==> config.mk <==
export PLATFORM = sky130hd
export DESIGN_NAME = operand_forward_ctrl
export DESIGN_NICKNAME = d
export VERILOG_FILES = /design/src/rtl/operand_forward_ctrl_pkg.sv /design/src/rtl/operand_forward_ctrl_tag_stage.sv /design/src/rtl/operand_forward_ctrl.sv
export SDC_FILE = /design/constraint.sdc
export NUM_CORES = 1
export LEC_CHECK = 0
export ABC_AREA = 1
export BUFFER_PORTS_ARGS = -buffer_cell sky130_fd_sc_hd__clkbuf_2
export CORE_MARGIN = 5
export CORE_UTILIZATION = 54
export DETAILED_ROUTE_END_ITERATION = 8
export GPL_ROUTABILITY_DRIVEN = 0
export PLACE_DENSITY = 0.86
export SYNTH_ARGS = -nofsm -noshare
export SYNTH_HDL_FRONTEND = slang
export SYNTH_SLANG_ARGS = --single-unit
==> constraint.sdc <==
create_clock -name clk -period 2 [get_ports clk]
set_input_delay 0.2 -clock clk [delete_from_list [all_inputs] [get_ports clk]]
set_output_delay 0.2 -clock clk [all_outputs]
set_load 0.005 [all_outputs]
==> src/rtl/operand_forward_ctrl_pkg.sv <==
// Shared definitions for the EX-stage operand forwarding controller:
// mux select codes, destination-tag entry layout and the tag match rule.
package operand_forward_ctrl_pkg;

  localparam int REG_ADDR_WIDTH = 5;

  localparam logic [1:0] FWD_SEL_RF    = 2'b00;
  localparam logic [1:0] FWD_SEL_EXMEM = 2'b01;
  localparam logic [1:0] FWD_SEL_MEMWB = 2'b10;

  typedef struct packed {
    logic                      valid;
    logic [REG_ADDR_WIDTH-1:0] rd;
    logic                      reg_write;
    logic                      mem_read;
  } fwd_tag_t;

  // r0 is hardwired zero, so a writer of r0 never produces a forwardable value
  function automatic logic tag_match(input fwd_tag_t t,
                                     input logic [REG_ADDR_WIDTH-1:0] src,
                                     input logic used);
    return t.valid & t.reg_write & (t.rd != '0) & (t.rd == src) & used;
  endfunction

endpackage

==> src/rtl/operand_forward_ctrl_tag_stage.sv <==
// One registered destination-tag entry; i_kill loads a bubble instead of i_tag.
module fwd_tag_stage
  import operand_forward_ctrl_pkg::*;
(
  input  logic     clk,
  input  logic     rst_n,
  input  logic     i_kill,
  input  fwd_tag_t i_tag,
  output fwd_tag_t o_tag
);

  fwd_tag_t r_tag;

  always_ff @(posedge clk or negedge rst_n) begin
    if (!rst_n)      r_tag <= '0;
    else if (i_kill) r_tag <= '0;
    else             r_tag <= i_tag;
  end

  assign o_tag = r_tag;

endmodule

==> src/rtl/operand_forward_ctrl.sv <==
// Forwarding/hazard control: registered EX operand mux selects, load-use stall
// and a saturating stall-cycle counter, driven by an EX/MEM/WB tag pipeline.
module operand_forward_ctrl #(
  parameter int REG_ADDR_WIDTH  = 5,
  parameter int STALL_CNT_WIDTH = 16
) (
  input  logic                       clk,
  input  logic                       rst_n,
  input  logic                       id_valid,
  input  logic [REG_ADDR_WIDTH-1:0]  id_rs,
  input  logic [REG_ADDR_WIDTH-1:0]  id_rt,
  input  logic                       id_uses_rs,
  input  logic                       id_uses_rt,
  input  logic [REG_ADDR_WIDTH-1:0]  id_rd,
  input  logic                       id_reg_write,
  input  logic                       id_mem_read,
  input  logic                       flush,
  output logic [1:0]                 fwd_sel_a,
  output logic [1:0]                 fwd_sel_b,
  output logic                       stall,
  output logic                       ex_valid,
  output logic [STALL_CNT_WIDTH-1:0] stall_count
);
  import operand_forward_ctrl_pkg::*;

  fwd_tag_t w_id_tag, w_ex_tag, w_mem_tag, w_wb_tag;
  logic     w_ex_a, w_ex_b, w_mem_a, w_mem_b;
  logic     w_stall, w_kill_ex, w_unused_wb;

  logic [1:0]                 r_sel_a, r_sel_b;
  logic [STALL_CNT_WIDTH-1:0] r_stall_cnt;

  assign w_id_tag = '{valid: id_valid, rd: id_rd,
                      reg_write: id_reg_write, mem_read: id_mem_read};

  assign w_ex_a  = tag_match(w_ex_tag,  id_rs, id_uses_rs);
  assign w_ex_b  = tag_match(w_ex_tag,  id_rt, id_uses_rt);
  assign w_mem_a = tag_match(w_mem_tag, id_rs, id_uses_rs);
  assign w_mem_b = tag_match(w_mem_tag, id_rt, id_uses_rt);

  // A load result only exists after MEM, so a dependent in ID waits one cycle
  assign w_stall   = id_valid & ~flush & w_ex_tag.mem_read & (w_ex_a | w_ex_b);
  assign w_kill_ex = w_stall | flush;

  fwd_tag_stage u_ex  (.clk, .rst_n, .i_kill(w_kill_ex), .i_tag(w_id_tag),  .o_tag(w_ex_tag));
  fwd_tag_stage u_mem (.clk, .rst_n, .i_kill(1'b0),      .i_tag(w_ex_tag),  .o_tag(w_mem_tag));
  fwd_tag_stage u_wb  (.clk, .rst_n, .i_kill(1'b0),      .i_tag(w_mem_tag), .o_tag(w_wb_tag));

  // WB is tracked but never forwarded: the register file writes before it reads
  assign w_unused_wb = ^w_wb_tag;

  always_ff @(posedge clk or negedge rst_n) begin
    if (!rst_n) begin
      r_sel_a <= FWD_SEL_RF;
      r_sel_b <= FWD_SEL_RF;
    end else if (w_kill_ex) begin
      r_sel_a <= FWD_SEL_RF;
      r_sel_b <= FWD_SEL_RF;
    end else begin
      r_sel_a <= w_ex_a ? FWD_SEL_EXMEM : (w_mem_a ? FWD_SEL_MEMWB : FWD_SEL_RF);
      r_sel_b <= w_ex_b ? FWD_SEL_EXMEM : (w_mem_b ? FWD_SEL_MEMWB : FWD_SEL_RF);
    end
  end

  always_ff @(posedge clk or negedge rst_n) begin
    if (!rst_n)
      r_stall_cnt <= '0;
    else if (w_stall && (r_stall_cnt != '1))
      r_stall_cnt <= r_stall_cnt + STALL_CNT_WIDTH'(1);
  end

  assign fwd_sel_a   = r_sel_a;
  assign fwd_sel_b   = r_sel_b;
  assign stall       = w_stall;
  assign ex_valid    = w_ex_tag.valid;
  assign stall_count = r_stall_cnt;

endmodule

==> impl_metrics.ini <==
[setup_path]
crit_path_max_fanout = 5
crit_type = flop to primary output
worstSetupEndpointType = primary output
r2r_end = stall_count[14]
reg2reg_slack_ps = 350
cp_slowest_cell = dfrtp_1
cp_cell_sequence = inv_2 > nand2_1 > nand3_1 > nor2_1 > nand3_2 > nand2_2 > nand2_2 > inv_1 > clkbuf_2
r2r_cells = 10
crit_path_max_incr_delay_ps = 450
required_ps = 1800
critPathLaunchType = flop
crit_arrival_ps = 1610
cp_common_cell = nand2_2
r2r_start = stall_count[0]

[logic_synthesis]
yosysWarnings = 0
synthTopCellsByArea = dfrtp_1, nand2_1, inv_1
synth_cells = 292
yosys.cell_types.count = 25
synth_fp_nets = 316
synth_ff_type = dfrtp_1
synth_top_area_share_pct = 42.53
ys_ff_latch = 35
synth_edf_count = 0
syn_area_um2 = 2059
yosysTopAreaCell = dfrtp_1
async_flop_share_pct = 100.0
syn_avg_cell_area_um2 = 7.053
synth-seq-area-share_pct = 42.53

[sta]
fin_hold_ws_ps = -7.396
drv_slew = 0
fin_setup_tns_ps = 0
period_share_pct = 90.47
skew_ps = 4.944
rsz0062_at_grt = no
tightest_slew_ps = 825.8
max_freq_mhz = 552.7
finalHoldViolCount = 11
relSlewSlack_pct = 44.94
period_needed_ps = 1809
setup_violations = 0

[global_route]
grt_pass1_vias = 1792
antenna_found_initial = 0
grt_max_degree = 36
grt_pass1_wl_mm = 7.866
track_usage_pct = 19.19
grtUsageMet2_pct = 29.90
use_met3_pct = 4.348
gr-total-overflow = 0
grt_most_used_layer = met2
use_met1_pct = 25.29

[finish]
final_cell_mix = nand2_1, inv_1, clkbuf_2
nNetsFinal = 363
final_common_cell = nand2_1
num_antenna_cells = 0
drive_above_1_share_pct = 19.12
stdcell_area_um2 = 2449
areaGrowthSynthToFinish_pct = 18.89

[die]
die-area_um2 = 5149
num_rows = 22
io_pins = 45
initial_core_util_pct = 55.83
core_um2 = 3689
die_x_um = 71.76
chipHeight_um = 71.76

[drt]
viasPerCell = 5.028
num_vias = 1951
postRouteAntennaNets = 0
drt-pass1-iter-count = 4
wirelength_mm = 4.522
drc = 0
wl_per_cell_um = 11.65
drt_iter0_drc = 146

[pwr]
p_switching_uw = 361.0
vdd_drop_max_uv = 556.7
combPwrFrac_pct = 8.2
p_per_area_nw_per_um2 = 616.9
intPower_uw = 1150
power_frac_clock_pct = 42.8
seqPwrFrac_pct = 49.0
leakage_uw = 0.001425
switching_share_pct = 23.90

[clocking]
root_buffer = clkbuf_8
clockBufferDepth = 2
cts.sinks = 35
clkLatencyLatePin_ps = 290
numCtsBuffers = 5
cts_tree = built
path_clk_slew_ps = 80
htree_levels = 2

[worst_hold_path]
holdCritPathClass = input pin to async pin

[placed_design]
io_buffers = 44
dp_hpwl_mm = 3.401
place_area_um2 = 2321

[run_status]
failed_checks = negative hold slack
status = complete, but fails checks

[run]
cap_violations = 0
[kinds of logic (layout without fill, tap and decap cells)]
logic type,after synthesis,count (layout),synth area share [%]
xor+xnor,11,11,4.678
compound gates,9,9,2.552
fa+ha+maj,1,1,0.6074
simple gates,171,171,36.82
flops,35,35,42.53
buf+inv,65,113,12.82
[Yosys cell counts (3+ instances only)]
| master | n |
|---|---|
| nand2_1 | 82 |
| buf_2 | 4 |
| o21ai_0 | 4 |
| nand4_1 | 21 |
| inv_1 | 55 |
| nor2_1 | 35 |
| nor3_1 | 5 |
| dfrtp_1 | 35 |
| xor2_1 | 9 |
| nand3_1 | 21 |
| inv_2 | 3 |
[sequential cells by signal, summed over array words and instances, names as in the netlist]
signal,flops
fwd_sel_b,2
fwd_sel_a,2
stall_count,16
u_mem.o_tag,7
u_ex.o_tag,8
[worst max path at each step]
stage / slack [ps] / to / startpoint / cells after the start
final: 190 / stall / u_ex.o_tag[3] / 9
after global routing: 0.3 / stall / u_ex.o_tag[6] / 10
after CTS: 100 / stall / u_ex.o_tag[5] / 8
after detailed placement: 210 / stall_count[9] / stall_count[0] / 9
after global placement: 320 / stall_count[11] / stall_count[0] / 8
after floorplan: 550 / stall_count[9] / stall_count[0] / 10
[per-layer routing]
metal / routed length [um] / vias to the layer above
met3: 322 / 10
met5: 0 / -
met1: 1987 / 876
met2: 2119 / 73
met4: 93 / 0
li1: - / 992
[through the flow]
stage | hold WS (ps) | total power, uW | utilization [%] | instances | worst slack [ps]
2_1_floorplan | -95.59 | 817.9 | - | 292 | 550.3
6_report | -7.396 | 1511 | 66.38 | 388 | 190.6
3_3_place_gp | 335.3 | 873.1 | 62.92 | 379 | 316.5
3_5_place_dp | 341.1 | 876.9 | 62.92 | 379 | 213.9
4_1_cts | 18.88 | 1526 | 66.08 | 387 | 101.6
5_1_grt | 82.42 | 1580 | 66.38 | 388 | 0.3362
[critical path, delay by kind of cell, from the launching register on]
family	cells	cell delay, ps
simple gates	6	600
flops	1	450
buf+inv	3	260
[area by class of cell]
cell class,count,area [um^2]
fillers,322,1240
multi-input cells,192,922.1
flip-flops and latches,35,877.1
repair buffers,47,255.2
inverters,58,217.7
clock buffers,5,68.82
well taps,48,60.06
clock inverters,3,47.55
[what timing repair did]
item	in CTS	in global routing
hold buffers	0	0
setup endpoints to repair	0	8
setup buffers	0	1
resized for setup	0	2
[power groups by stage]
stage | clock, uW | combinational (uW) | sequential, uW
5_1_grt | 696 | 143 | 741
3_3_place_gp | 0 | 121 | 752
6_report | 647 | 124 | 740
4_1_cts | 662 | 125 | 739
3_5_place_dp | 0 | 124 | 753
2_1_floorplan | 0 | 69.1 | 749
No activity file was read; power rests on OpenSTA's default activity.
